### config.mk
export PLATFORM = sky130hd
export DESIGN_NAME = digct_event_capture
export DESIGN_NICKNAME = d
export VERILOG_FILES = /design/src/rtl/digct_pkg.sv /design/src/rtl/sync_fifo.sv /design/src/rtl/digct_event_capture.sv
export SDC_FILE = /design/constraint.sdc
export NUM_CORES = 1
export LEC_CHECK = 0
export BUFFER_PORTS_ARGS = -buffer_cell sky130_fd_sc_hd__buf_2
export CAP_MARGIN = 20
export CORE_MARGIN = 10
export CORE_UTILIZATION = 40
export CTS_CLUSTER_DIAMETER = 40
export CTS_CLUSTER_SIZE = 16
export DETAILED_ROUTE_END_ITERATION = 16
export PLACE_DENSITY = 0.58
export SLEW_MARGIN = 20
export SYNTH_ARGS = -nofsm -noshare
export SYNTH_HDL_FRONTEND = slang
export SYNTH_SLANG_ARGS = --single-unit
### constraint.sdc
create_clock -name clk -period 5.8 [get_ports clk]
set_input_delay 0.29 -clock clk [delete_from_list [all_inputs] [get_ports clk]]
set_output_delay 0.29 -clock clk [all_outputs]
set_load 0.005 [all_outputs]
### src/rtl/digct_pkg.sv
// Shared definitions for the DigCt event-capture block.
// Contents:
//   DATA_W_DEF, TS_W_DEF  default widths of the monitored vector and timestamp
//   ENTRY_W_DEF           width of one queued event entry {ts, value}
//   state_t               capture FSM states (INIT, ARMED)
package digct_pkg;

    localparam int DATA_W_DEF  = 3;
    localparam int TS_W_DEF    = 8;
    localparam int ENTRY_W_DEF = TS_W_DEF + DATA_W_DEF;

    typedef enum logic {
        ST_INIT  = 1'b0,
        ST_ARMED = 1'b1
    } state_t;

endpackage

### src/rtl/sync_fifo.sv
// Single-clock FIFO holding captured event entries.
// Ports:
//   clk    in   clock, all updates on posedge
//   rst    in   synchronous active-high reset; empties the FIFO
//   push   in   write wdata at the tail (ignored when full unless popping)
//   wdata  in   WIDTH-bit entry to write
//   pop    in   remove the head entry (ignored when empty)
//   rdata  out  head entry, meaningful only while empty=0
//   full   out  occupancy == DEPTH
//   empty  out  occupancy == 0
//   level  out  occupancy 0..DEPTH
module sync_fifo #(
    parameter int WIDTH = 11,
    parameter int DEPTH = 4
) (
    input  logic                       clk,
    input  logic                       rst,
    input  logic                       push,
    input  logic [WIDTH-1:0]           wdata,
    input  logic                       pop,
    output logic [WIDTH-1:0]           rdata,
    output logic                       full,
    output logic                       empty,
    output logic [$clog2(DEPTH):0]     level
);

    localparam int AW = $clog2(DEPTH);

    logic [WIDTH-1:0] mem [DEPTH];
    logic [AW:0]      wr_ptr;
    logic [AW:0]      rd_ptr;
    logic             do_push;
    logic             do_pop;

    // Pointers carry one extra MSB: equal low bits with differing MSB means full.
    assign empty = (wr_ptr == rd_ptr);
    assign full  = (wr_ptr[AW] != rd_ptr[AW]) && (wr_ptr[AW-1:0] == rd_ptr[AW-1:0]);
    assign level = wr_ptr - rd_ptr;
    assign rdata = mem[rd_ptr[AW-1:0]];

    // A push into a full FIFO is accepted only when the head leaves on the same edge.
    assign do_pop  = pop & ~empty;
    assign do_push = push & (~full | do_pop);

    always_ff @(posedge clk) begin
        if (rst) begin
            wr_ptr <= '0;
            rd_ptr <= '0;
        end else begin
            if (do_push) wr_ptr <= wr_ptr + 1'b1;
            if (do_pop)  rd_ptr <= rd_ptr + 1'b1;
        end
    end

    // Storage is data only; occupancy is governed entirely by the pointers.
    always_ff @(posedge clk) begin
        if (do_push) mem[wr_ptr[AW-1:0]] <= wdata;
    end

endmodule

### src/rtl/digct_event_capture.sv
// Change detector and timestamped event queue for the DigCt outputs OUT1..OUT3.
// Ports:
//   clk         in   clock, all updates on posedge
//   rst         in   synchronous active-high reset (flushes FIFO, ts=0, FSM->INIT)
//   in_vec      in   {OUT3,OUT2,OUT1}, already registered upstream
//   clr         in   synchronous clear of evt_count and overflow (FIFO untouched)
//   evt_valid   out  FIFO non-empty
//   evt_ready   in   consumer accepts the head entry
//   evt_data    out  head entry {ts, value}
//   evt_count   out  saturating count of detected changes
//   overflow    out  sticky flag: a change was dropped because the FIFO was full
//   fifo_level  out  FIFO occupancy 0..DEPTH
module digct_event_capture
    import digct_pkg::*;
#(
    parameter int DATA_W = DATA_W_DEF,
    parameter int DEPTH  = 4,
    parameter int TS_W   = TS_W_DEF,
    parameter int CNT_W  = 8
) (
    input  logic                      clk,
    input  logic                      rst,
    input  logic [DATA_W-1:0]         in_vec,
    input  logic                      clr,
    output logic                      evt_valid,
    input  logic                      evt_ready,
    output logic [TS_W+DATA_W-1:0]    evt_data,
    output logic [CNT_W-1:0]          evt_count,
    output logic                      overflow,
    output logic [$clog2(DEPTH):0]    fifo_level
);

    localparam int ENTRY_W = TS_W + DATA_W;

    state_t              state_q;
    state_t              state_d;
    logic [DATA_W-1:0]   prev_q;
    logic [TS_W-1:0]     ts_q;
    logic [CNT_W-1:0]    count_q;
    logic                ovf_q;
    logic                change;
    logic                fifo_full;
    logic                fifo_empty;
    logic                drop;

    function automatic logic [CNT_W-1:0] sat_inc(input logic [CNT_W-1:0] v);
        return (&v) ? v : v + 1'b1;
    endfunction

    always_ff @(posedge clk) begin
        if (rst) state_q <= ST_INIT;
        else     state_q <= state_d;
    end

    // INIT only seeds prev_q so the first value after reset is never an event.
    always_comb begin
        state_d = state_q;
        change  = 1'b0;
        case (state_q)
            ST_INIT:  state_d = ST_ARMED;
            ST_ARMED: change  = (in_vec != prev_q);
            default:  state_d = ST_INIT;
        endcase
    end

    always_ff @(posedge clk) begin
        if (rst) begin
            prev_q <= '0;
            ts_q   <= '0;
        end else begin
            prev_q <= in_vec;
            ts_q   <= ts_q + 1'b1;
        end
    end

    // A change is lost only if the FIFO is full and the head is not leaving this edge.
    assign drop = change & fifo_full & ~evt_ready;

    always_ff @(posedge clk) begin
        if (rst || clr) begin
            count_q <= '0;
            ovf_q   <= 1'b0;
        end else begin
            if (change) count_q <= sat_inc(count_q);
            if (drop)   ovf_q   <= 1'b1;
        end
    end

    sync_fifo #(
        .WIDTH (ENTRY_W),
        .DEPTH (DEPTH)
    ) u_fifo (
        .clk   (clk),
        .rst   (rst),
        .push  (change),
        .wdata ({ts_q, in_vec}),
        .pop   (evt_ready),
        .rdata (evt_data),
        .full  (fifo_full),
        .empty (fifo_empty),
        .level (fifo_level)
    );

    assign evt_valid = ~fifo_empty;
    assign evt_count = count_q;
    assign overflow  = ovf_q;

endmodule

## Word level (Yosys, flattened, before mapping)

Memory sizes are Yosys's and may differ from the RTL's. A register that Yosys moved wholly into a read port is not among the register bits.
Index checks and enable logic that the tools add are counted.

| storage, ports and cells | value |
|---|---|
| flip-flop bits (word level) | 27 |
| bits in writable memories | 44 |
| bits of input ports | 7 |
| output and inout bits | 24 |
| logic and storage cells | 36 |
| memories | 1 |

| cells by class | value |
|---|---|
| $add $sub $neg | 5 |
| eq/ne operators | 4 |
| muxes and demuxes | 6 |
| bitwise gates (word level) | 9 |
| reduce and logical (&&, ||, !) cells | 4 |

Memories:

| memory | words | bits a word | rd ports | clocked after Yosys merged registers in | write ports | line | text |
|---|---|---|---|---|---|---|---|
| u_fifo.mem | 4 | 11 | 1 | 1 | 1 | sync_fifo.sv:29 | `logic [WIDTH-1:0] mem [DEPTH];` |

Operator list:

| kind | count |
|---|---|
| $add A8 B1 Y8 const B | 2 |
| $reduce_and A8 Y1 | 1 |
| $add A3 B1 Y3 const B | 2 |
| $and A1 B1 Y1 | 4 |
| $mux W1 | 4 |
| $mux W2 | 2 |
| $not A1 Y1 | 4 |
| $eq A3 B3 Y1 | 1 |
| $ne A3 B3 Y1 | 1 |
| $sub A3 B3 Y3 | 1 |
| $eq A2 B2 Y1 | 1 |
| $reduce_and A2 Y1 | 1 |
| $logic_and A1 B1 Y1 | 1 |
| $logic_or A1 B1 Y1 | 1 |
| $ne A1 B1 Y1 | 1 |
| $or A1 B1 Y1 | 1 |

## Longest topological paths before layout

Gate-level depths: netlist of run 1.

| logic depth | value |
|---|---|
| depth in word-level cells | 7 |
| mapped depth | 6 |
| depth with buffers taken out | 6 |

## By module

Synthesis of run 1 repeated with hierarchy kept, for this count alone.

| second synthesis, totals | value |
|---|---|
| cells, all modules | 209 |
| area, all modules | 2997.9 sq um |

Modules (own cells, without submodules):

| module | instances | cells an instance | area an instance (sq um) | seq. area each (sq um) |
|---|---|---|---|---|
| sync_fifo | 1 | 112 | 2098.3 | 1481.4 |
| digct_event_capture | 1 | 97 | 899.6 | 420.4 |

## Worst setup path before layout of run 1

OpenSTA, ideal clock, no wires.

| timing path | value |
|---|---|
| kind | flip-flop to flip-flop |
| start | register u_fifo.wr_ptr[0] |
| end | register u_fifo.wr_ptr[2] |
| setup time | 0.123 ns |
| arrival time | 1.870 ns |
| data required time | 5.677 ns |
| slack | 3.807 ns |
| cell stages (with the launch flop) | 7 |
| path buffers | 0 |
| clock period less this slack | 1.993 ns |
| cells stage by stage | dfxtp_1 inv_1 ha_1 nand2_1 nor3_1 nor3b_2 mux2_1 |

| between the ends | value |
|---|---|
| longest elaborated chain between the ends | 5 |
| elaborated cells on any way between the ends | 9 |
| classes of those cells | 1 x add/sub; 2 x eq/ne; 5 x bitwise; 1 x reduce/logical |

RTL lines:

| element | line | text |
|---|---|---|
| start: declaration | sync_fifo.sv:30 | `logic [AW:0] wr_ptr;` |
| start signal: assignment | sync_fifo.sv:50 | `if (do_push) wr_ptr <= wr_ptr + 1'b1;` |
| $eq A3 B3 Y1 / $eq A2 B2 Y1 (equally long branches) | sync_fifo.sv:36, sync_fifo.sv:37 |  |
| $not A1 Y1 / $logic_and A1 B1 Y1 (equally long branches) | sync_fifo.sv:42, sync_fifo.sv:37 |  |
| $and A1 B1 Y1 / $not A1 Y1 (equally long branches) | sync_fifo.sv:42, sync_fifo.sv:43 |  |
| $or A1 B1 Y1 | sync_fifo.sv:43 | `assign do_push = push & (~full \| do_pop);` |
| $and A1 B1 Y1 | sync_fifo.sv:43 |  |

Parallel ways exist; a longest one is shown, timed or not.
A chain may end at the register's enable or synchronous reset.

## Final worst setup path of run 1

| timing path | value |
|---|---|
| start | register u_fifo.wr_ptr[0] |
| end | memory u_fifo.mem[1][1] (enable) |

| between the ends | value |
|---|---|
| longest elaborated chain between the ends | 7 |
| elaborated cells on any way between the ends | 10 |
| classes of those cells | 2 x eq/ne; 2 x mux; 5 x bitwise; 1 x reduce/logical |

RTL lines:

| element | line | text |
|---|---|---|
| $eq A3 B3 Y1 / $eq A2 B2 Y1 (equally long branches) | sync_fifo.sv:36, sync_fifo.sv:37 |  |
| $not A1 Y1 / $logic_and A1 B1 Y1 (equally long branches) | sync_fifo.sv:42, sync_fifo.sv:37 |  |
| $and A1 B1 Y1 / $not A1 Y1 (equally long branches) | sync_fifo.sv:42, sync_fifo.sv:43 |  |
| $or A1 B1 Y1 | sync_fifo.sv:43 |  |
| $and A1 B1 Y1 | sync_fifo.sv:43 |  |
| $mux W1 | sync_fifo.sv:57 | `if (do_push) mem[wr_ptr[AW-1:0]] <= wdata;` |
| $mux W1 (not written as such) | sync_fifo.sv:57 |  |
| end: declaration | sync_fifo.sv:29 |  |

Parallel ways exist; a longest one is shown, timed or not.

==> flow_summary.json, run 1 <==
{
  "outcome": "completed",
  "yosys_warnings": 0,
  "synth-edff-count": 44,
  "yosys-top-cells-area": "edfxtp_1 45%, dfxtp_1 20%, mux4_2 8.4%",
  "gp_congestion": 0.7598,
  "synth_top_cell_by_area": "edfxtp_1",
  "clock_sinks": 73,
  "cts.clk_slew.worst_paths_ns": 0.07,
  "cts_hold_buffers": 0,
  "maxSlewViolCount": 0,
  "grt.overflow.total": 0,
  "ant_nets": 0,
  "max_cap_violations": 0,
  "dp.cells": 331,
  "initial_core_util_pct": 40.95,
  "peakVddDrop_mv": 0.1504,
  "ys_ff_latch": 73,
  "critPathMaxStageDelay_ns": 0.56,
  "die_w_um": 105.9,
  "dieArea_um2": 11220,
  "root_buffer": "clkbuf_8",
  "fin_skew_ns": 0.008486,
  "path_buf_inv": 1,
  "setup_slack_ns": 3.574,
  "max-slew-margin-rel_pct": 48.54,
  "synth_seq_area_share_pct": 64.38,
  "cts_tree": "yes",
  "finalWirelength_um": 5388,
  "p_total_mw": 1.092,
  "p_leak_nw": 1.258,
  "powerDensity_nw_per_um2": 323.3,
  "hpwl_um": 3742,
  "grt_start_max_net_pins": 25,
  "final_nets": 260,
  "grt_pass1_vias": 1729,
  "startpoint": "u_fifo.wr_ptr[0]$_SDFFE_PP0P_",
  "insertion_delay_ns": 0.34,
  "worstSetupPathType": "reg -> reg",
  "hold_viol_final": 0,
  "arrival_ns": 2.21,
  "rsz0062_at_grt": "no",
  "vias": 1672,
  "drcViolationCount": 0,
  "die_y_um": 105.9,
  "routedWlPerCell_um": 15.48,
  "antenna_found_initial": 1,
  "layout_min_cycle_time_ns": 2.226,
  "synth-async-reset-ratio_pct": 0,
  "io_pins": 31,
  "synth_cell_types": 36,
  "syn_to_final_growth_pct": 14.32,
  "postCtsSetupRepairBufs": 0,
  "pre_cts_slack_ns": 3.560,
  "synthFlopType": "edfxtp_1",
  "critPathCaptureType": "register",
  "syn_area_per_cell_um2": 14.34,
  "viasPerCell": 4.805,
  "portBuffers": 30,
  "synth_area_um2": 2954,
  "worstReg2RegStart": "u_fifo.wr_ptr[0]$_SDFFE_PP0P_",
  "cts_resized": 0,
  "grt_pass1_wl_um": 8790,
  "synth_top_area_share_pct": 44.73,
  "dr.pass1.iters": 4,
  "setup_viol": 0,
  "hold_path_class": "in -> reg",
  "crit_path_top_delay_cell": "and2_1",
  "crit_fanout": 11,
  "clockBufferDepth": 2,
  "max_freq_mhz": 449.3,
  "worst_pin_slew_ns": 0.7709,
  "grt.total_usage_pct": 10.05,
  "cts_made_buffers": 9,
  "synth_nets": 223,
  "cpLargestDelayFamily": "simple AND/OR/NAND/NOR gates",
  "h-tree-depth": 3,
  "drt_iter0_markers": 67,
  "rows": 31,
  "coreArea_um2": 7214,
  "synthCells": 206,
  "critical_path_required_ns": 5.78,
  "fin_hold_ws_ns": 0.2058,
  "tns_ns": 0,
  "drive_above_1_share_pct": 25.00,
  "crit_chain": "inv_1, ha_1, nand2_1, nor3_1, nor2_1, and2_1",
  "start_kind": "register",
  "finalNonFillerCells": 348,
  "period_share_pct": 38.38,
  "worstHoldStart": "in_vec[1]"
}
==> metal layers <==
| layer | up-vias | GRT usage (%) | share of wire (%) |
|---|---|---|---|
| li1 | 837 | - | - |
| met3 | 4 | 4.469 | 5.2 |
| met1 | 795 | 12.47 | 48 |
| met2 | 36 | 14.89 | 46 |
| met5 | - | 0 | 0 |
| met4 | 0 | 4.352 | 0.93 |
==> cells in the mapped netlist, types with 4 or more instances <==
cell type  count
inv_1          6
nand3_1        9
and3_1         4
nor2b_1        5
edfxtp_1      44
nand2_1       10
xnor2_1        4
ha_1           9
nor2_1        18
xor2_1         9
a21oi_1        6
dfxtp_1       29
mux4_2        11
==> worst reg2reg max path, stage by stage, from the launching register on <==
cell	delay, ns
dfxtp_1	0.39
inv_1	0.11
ha_1	0.32
nand2_1	0.11
nor3_1	0.09
nor2_1	0.29
and2_1	0.56
==> layout make-up <==
class / count / area, um^2
clock buffers: 10 / 127.6
well taps: 99 / 123.9
diodes: 1 / 2.502
fillers: 702 / 3837
inverters: 6 / 22.52
repair buffers: 32 / 165.2
multi-input cells: 121 / 998.5
clock inverters: 6 / 35.03
flip-flops and latches: 73 / 1902
==> metrics by stage <==
| stage | cell area (um^2) | util, % |
|---|---|---|
| 2_1_floorplan | 2954 | - |
| 3_3_place_gp | 3212 | 44.52 |
| 3_5_place_dp | 3212 | 44.52 |
| 4_1_cts | 3374 | 46.77 |
| 5_1_grt | 3374 | 46.77 |
| 6_report | 3377 | 46.81 |
==> placed cells by master, fill, tap and decap left out, types with 2 or more instances in the layout <==
cell / count
nand3_1: 9
and3_1: 4
buf_4: 2
edfxtp_1: 44
or2_2: 2
xnor2_1: 4
or3_1: 3
inv_1: 6
clkbuf_8: 9
or4_1: 2
xor2_1: 9
nor4_1: 2
a21oi_1: 6
ha_1: 9
mux2i_1: 3
dfxtp_1: 29
nor2_1: 18
nand2_1: 10
nor3_1: 2
and2_1: 3
nand4_1: 3
o31ai_1: 3
mux4_2: 11
nor2b_1: 5
buf_2: 30
mux2_1: 2
o21ai_0: 3
clkinv_2: 3
==> cells by family (layout without fill, tap and decap cells) <==
logic type,Yosys count,count (layout),share of synthesized area [%]
compound gates,17,17,3.727
flops,73,73,64.38
simple gates,64,64,11.01
buf+inv,12,54,1.821
xor+xnor,14,14,4.405
mux,16,16,10.17
other cells,0,1,0
fa+ha+maj,10,10,4.490
==> power breakdown <==
part           total, mW  internal (mW)  leakage [nW]  switching [mW]
Clock              0.335          0.152        0.0835           0.182
Combinational      0.151         0.0822         0.527          0.0689
Sequential         0.606          0.576         0.648          0.0303
Total               1.09          0.810          1.26           0.282
==> path summary, 6_finish.rpt <==
path | cells after the start | slack [ns] | end
worst max register to register | 6 | 3.57 | u_fifo.mem[1][1]$_DFFE_PP_
worst min register to register | 2 | 0.48 | overflow$_SDFFE_PP0P_
worst max-delay path | 6 | 3.57 | u_fifo.mem[1][1]$_DFFE_PP_
worst min-delay path | 1 | 0.21 | u_fifo.mem[0][1]$_DFFE_PP_
==> flip-flops by register name, indices dropped and copies added, names as in the netlist, named ones only <==
name,count
evt_count,8
u_fifo.wr_ptr,3
u_fifo.rd_ptr,3
u_fifo.mem,44
overflow,1
prev_q,3
ts_q,8
state_q,1
Note: power is estimated with default switching activity, not from simulation.
==> inputs of run 2 (changes only) <==
--- a/config.mk
+++ b/config.mk
@@ -12,7 +12,7 @@
 export CTS_CLUSTER_DIAMETER = 40
 export CTS_CLUSTER_SIZE = 16
 export DETAILED_ROUTE_END_ITERATION = 16
-export PLACE_DENSITY = 0.58
+export PLACE_DENSITY = 0.6
 export SLEW_MARGIN = 20
 export SYNTH_ARGS = -nofsm -noshare
 export SYNTH_HDL_FRONTEND = slang
==> constraint.sdc (replaced) <==
create_clock -name clk -period 2 [get_ports clk]
set_input_delay 0.1 -clock clk [delete_from_list [all_inputs] [get_ports clk]]
set_output_delay 0.1 -clock clk [all_outputs]
set_load 0.005 [all_outputs]
==> flow_summary.json, run 2 (same netlist as run 1, synthesis figures left out) <==
{
  "p_leak_nw": 1.302,
  "grt.total_usage_pct": 9.975,
  "drcViolationCount": 0,
  "gp_congestion": 0.8165,
  "powerDensity_nw_per_um2": 928.2,
  "dr.pass1.iters": 4,
  "grt_start_max_net_pins": 25,
  "cts_resized": 0,
  "viasPerCell": 4.890,
  "setup_viol": 0,
  "clock_sinks": 73,
  "h-tree-depth": 3,
  "outcome": "completed",
  "hold_viol_final": 0,
  "cts_made_buffers": 9,
  "dieArea_um2": 11220,
  "met1_length_um": 2636,
  "top_layer_used": "met4",
  "cts.clk_slew.worst_paths_ns": 0.08,
  "die_y_um": 105.9,
  "root_buffer": "clkbuf_8",
  "fin_area_um2": 3455,
  "portBuffers": 30,
  "critical_path_required_ns": 2.09,
  "drive_above_1_share_pct": 27.73,
  "antenna_found_initial": 0,
  "drt_iter0_markers": 50,
  "routed-wl-met2_um": 2393,
  "tns_ns": 0,
  "arrival_ns": 1.97,
  "postCtsSetupRepairBufs": 0,
  "p_seq_share_pct": 53.5,
  "pre_cts_slack_ns": 0.1294,
  "largest_register_ffs": 44,
  "worst_pin_slew_ns": 0.5648,
  "max-slew-margin-rel_pct": 62.29,
  "setup_slack_ns": 0.1250,
  "combPwrFrac_pct": 15.6,
  "layout_common_cells": "44 x edfxtp_1, 30 x buf_2, 29 x dfxtp_1",
  "cts_tree": "yes",
  "hold_path_class": "in -> reg",
  "coreArea_um2": 7214,
  "layout_min_cycle_time_ns": 1.875,
  "rows": 31,
  "grt.overflow.total": 0,
  "pwr-share-clk_pct": 30.9,
  "final_nets": 268,
  "swShare_pct": 25.90,
  "worstSetupPathType": "reg -> reg",
  "layout.cells.most_common": "edfxtp_1",
  "routedWlPerCell_um": 15.18,
  "grt_pass1_wl_um": 8811,
  "rsz0062_at_grt": "no",
  "dpl_cell_area_um2": 3284,
  "initial_core_util_pct": 40.95,
  "power.switching_mw": 0.8306,
  "cts_hold_buffers": 0,
  "internal_power_mw": 2.376,
  "fin_skew_ns": 0.007822,
  "clockBufferDepth": 2,
  "syn_to_final_growth_pct": 16.94,
  "peakVddDrop_mv": 0.4112,
  "insertion_delay_ns": 0.34,
  "ant_nets": 0,
  "vias": 1736,
  "hpwl_um": 3728,
  "critPathCaptureType": "register",
  "period_share_pct": 93.75,
  "max_freq_mhz": 533.3,
  "max_cap_violations": 0,
  "finalWirelength_um": 5390,
  "io_pins": 31,
  "met3WireLength_um": 291,
  "start_kind": "register",
  "crit_fanout": 11,
  "die_w_um": 105.9,
  "diodes": 0,
  "maxSlewViolCount": 0,
  "grt_pass1_vias": 1685
}
## run 2: cell count changes in the layout (fill, tap and decap cells not counted)
cell / before / now
clkinv_2: 3 / 2
buf_12: 0 / 1
clkbuf_1: 1 / 0
clkinvlp_4: 1 / 2
buf_4: 2 / 9
diode_2: 1 / 0
inv_6: 0 / 1
## run 2: worst max-delay path: stages (launching register included)
cell	delay (ns)
dfxtp_1	0.33
inv_1	0.09
ha_1	0.32
nand2_1	0.09
nor3_1	0.27
nor2_1	0.17
and2_1	0.19
buf_4	0.19
## run 2: cell type report
cell class,instances,area [um^2]
well taps,99,123.9
repair buffers,40,237.7
inverters,6,22.52
multi-input cells,121,998.5
fillers,667,3760
flip-flops and latches,73,1902
clock buffers,9,123.9
clock inverters,7,46.29
## run 2: worst paths after layout
check                                              startpoint                          end  slack, ns  depth (start not counted)
worst min-delay path                                in_vec[1]   u_fifo.mem[1][1]$_DFFE_PP_       0.02                          1
worst min register to register          overflow$_SDFFE_PP0P_        overflow$_SDFFE_PP0P_       0.50                          2
worst max register to register  u_fifo.wr_ptr[0]$_SDFFE_PP0P_  u_fifo.mem[1][10]$_DFFE_PP_       0.13                          7
worst max-delay path            u_fifo.wr_ptr[0]$_SDFFE_PP0P_  u_fifo.mem[1][10]$_DFFE_PP_       0.13                          7
## run 2: per-stage QoR
step	utilization, %	hold slack [ns]	cells	power [mW]
floorplan	-	0.1989	206	2.060
detailed placement	45.53	0.3670	339	2.268
global route	47.88	0.01165	355	3.369
finish	47.88	0.01795	355	3.206
global placement	45.53	0.3648	339	2.263
CTS	47.88	0.004154	355	3.259
## run 2: per-layer routing
metal / GRT usage [%] / vias up
met2: 14.53 / 33
met3: 4.106 / 5
met5: 0 / -
li1: - / 854
met4: 3.191 / 0
met1: 13.21 / 844
## run 2: power by group through the flow
stage               Combinational (mW)  Clock [mW]  Sequential, mW
floorplan                        0.325           0            1.74
global placement                 0.515           0            1.75
detailed placement               0.518           0            1.75
CTS                              0.521        1.02            1.72
global route                     0.569        1.08            1.72
finish                           0.502       0.990            1.71
==> inputs of run 3 (changes only) <==
--- a/config.mk
+++ b/config.mk
@@ -8,11 +8,11 @@
 export BUFFER_PORTS_ARGS = -buffer_cell sky130_fd_sc_hd__buf_2
 export CAP_MARGIN = 20
 export CORE_MARGIN = 10
-export CORE_UTILIZATION = 40
+export CORE_UTILIZATION = 30
 export CTS_CLUSTER_DIAMETER = 40
 export CTS_CLUSTER_SIZE = 16
 export DETAILED_ROUTE_END_ITERATION = 16
-export PLACE_DENSITY = 0.6
+export PLACE_DENSITY = 0.48
 export SLEW_MARGIN = 20
 export SYNTH_ARGS = -nofsm -noshare
 export SYNTH_HDL_FRONTEND = slang
==> flow_summary.json, run 3 (same netlist as run 1, synthesis figures left out) <==
{
  "hold_viol_final": 0,
  "critPathMaxStageDelay_ns": 0.33,
  "rows": 36,
  "cpLargestDelayFamily": "buffers and inverters",
  "die_y_um": 119.2,
  "drt_iter0_markers": 91,
  "ant_nets": 0,
  "vias": 1724,
  "dieArea_um2": 14220,
  "worst_path_most_repeated_cell": "buf_4",
  "crit_chain": "inv_1, ha_1, nand2_1, nor3_2, buf_4, nor3b_2, buf_4",
  "peakVddDrop_mv": 0.3665,
  "cts.clk_slew.worst_paths_ns": 0.08,
  "grt_start_max_net_pins": 25,
  "crit_path_top_delay_cell": "dfxtp_1",
  "routedWlPerCell_um": 14.58,
  "viasPerCell": 4.409,
  "gp_congestion": 0.7396,
  "final_core_util_pct": 36.67,
  "tns_ns": 0,
  "diodes": 0,
  "max_freq_mhz": 559.2,
  "dr.pass1.iters": 4,
  "initial_core_util_pct": 30.50,
  "path_buf_inv": 3,
  "cts_tree": "yes",
  "p_leak_nw": 1.331,
  "hold_path_class": "in -> reg",
  "fin_skew_ns": 0.01364,
  "antenna_found_initial": 0,
  "clock_sinks": 73,
  "syn_to_final_growth_pct": 20.20,
  "grt_pass1_wl_um": 9377,
  "start_kind": "register",
  "cts_made_buffers": 9,
  "h-tree-depth": 3,
  "portBuffers": 30,
  "maxSlewViolCount": 0,
  "final_nets": 270,
  "hpwl_um": 3978,
  "setup_viol": 0,
  "critPathCaptureType": "register",
  "powerDensity_nw_per_um2": 958.6,
  "largest_register_ffs": 44,
  "postCtsSetupRepairBufs": 0,
  "arrival_ns": 1.83,
  "worstSetupPathType": "reg -> reg",
  "period_share_pct": 89.41,
  "coreArea_um2": 9684,
  "grt.overflow.total": 0,
  "layout.cells.most_common": "edfxtp_1",
  "grt.total_usage_pct": 8.365,
  "worst_pin_slew_ns": 0.5645,
  "die_w_um": 119.2,
  "grt_pass1_vias": 1762,
  "outcome": "completed",
  "layout_min_cycle_time_ns": 1.788,
  "insertion_delay_ns": 0.35,
  "drcViolationCount": 0,
  "max-slew-margin-rel_pct": 62.31,
  "critical_path_required_ns": 2.04,
  "rsz0062_at_grt": "no",
  "io_pins": 31,
  "crit_fanout": 11,
  "root_buffer": "clkbuf_8",
  "drive_above_1_share_pct": 29.46,
  "layout_common_cells": "44 x edfxtp_1, 30 x buf_2, 29 x dfxtp_1",
  "clockBufferDepth": 2,
  "finalWirelength_um": 5699,
  "max_cap_violations": 0
}
==> run 3: cell count changes in the layout (fill, tap and decap cells not counted), sizes merged <==
cell      previous run  this run
bufinv               0         1
inv                  7         8
clkinvlp             2         1
buf                 40        42
clkinv               4         3
==> run 3: what timing repair did <==
action,4_1_cts,5_1_grt
gates resized for setup,0,2
setup endpoints to repair,0,33
hold buffers,0,0
==> run 3: final timing paths <==
path                            startpoint                         end  slack, ns  depth (start not counted)
min                              in_vec[2]  u_fifo.mem[1][2]$_DFFE_PP_       0.03                          1
max reg2reg  u_fifo.wr_ptr[0]$_SDFFE_PP0P_  u_fifo.mem[3][1]$_DFFE_PP_       0.21                          7
min reg2reg             ts_q[0]$_SDFF_PP0_          ts_q[0]$_SDFF_PP0_       0.51                          1
max          u_fifo.wr_ptr[0]$_SDFFE_PP0P_  u_fifo.mem[3][1]$_DFFE_PP_       0.21                          7
==> run 3: layout make-up <==
type	count	area, um^2
clock buffers	9	123.9
clock inverters	7	77.57
fillers	948	6133
inverters	6	22.52
multi-input cells	121	1006
flip-flops and latches	73	1902
well taps	133	166.4
repair buffers	42	252.7
==> run 3: per-stage QoR <==
| stage | cells | total power [mW] | hold WS [ns] | instance area [um^2] | setup WS, ns |
|---|---|---|---|---|---|
| after floorplan | 206 | 2.060 | 0.1989 | 2954 | 0.007105 |
| after global placement | 375 | 2.287 | 0.3917 | 3342 | 0.1779 |
| after detailed placement | 375 | 2.284 | 0.3822 | 3342 | 0.1052 |
| after CTS | 391 | 3.456 | 0.01997 | 3543 | 0.1048 |
| after global routing | 391 | 3.589 | 0.03481 | 3551 | 0.06914 |
| final | 391 | 3.404 | 0.03086 | 3551 | 0.2118 |
==> run 3: layer usage <==
metal	vias to the layer above	global-route usage, %	part of all wire, %	routed length (um)
li1	858	-	-	-
met1	823	11.61	51	2932
met2	35	11.51	43	2451
met3	8	2.078	3.7	213
met4	0	4.809	1.8	101
met5	-	0	0	0
==> run 3: power by group <==
| part | switching [mW] | internal [mW] | leakage (nW) | total [mW] |
|---|---|---|---|---|
| registers | 0.0475 | 1.67 | 0.648 | 1.72 |
| logic | 0.250 | 0.269 | 0.583 | 0.519 |
| clock network | 0.582 | 0.587 | 0.100 | 1.17 |
| total | 0.879 | 2.53 | 1.33 | 3.40 |
==> run 3: worst register-to-register path: cells and delay by family (launching register included) <==
family / cells / cell delay [ns]
flip-flops: 1 / 0.33
adder cells (fa/ha/maj): 1 / 0.31
AND/OR/NAND/NOR: 3 / 0.40
buffers and inverters: 3 / 0.46
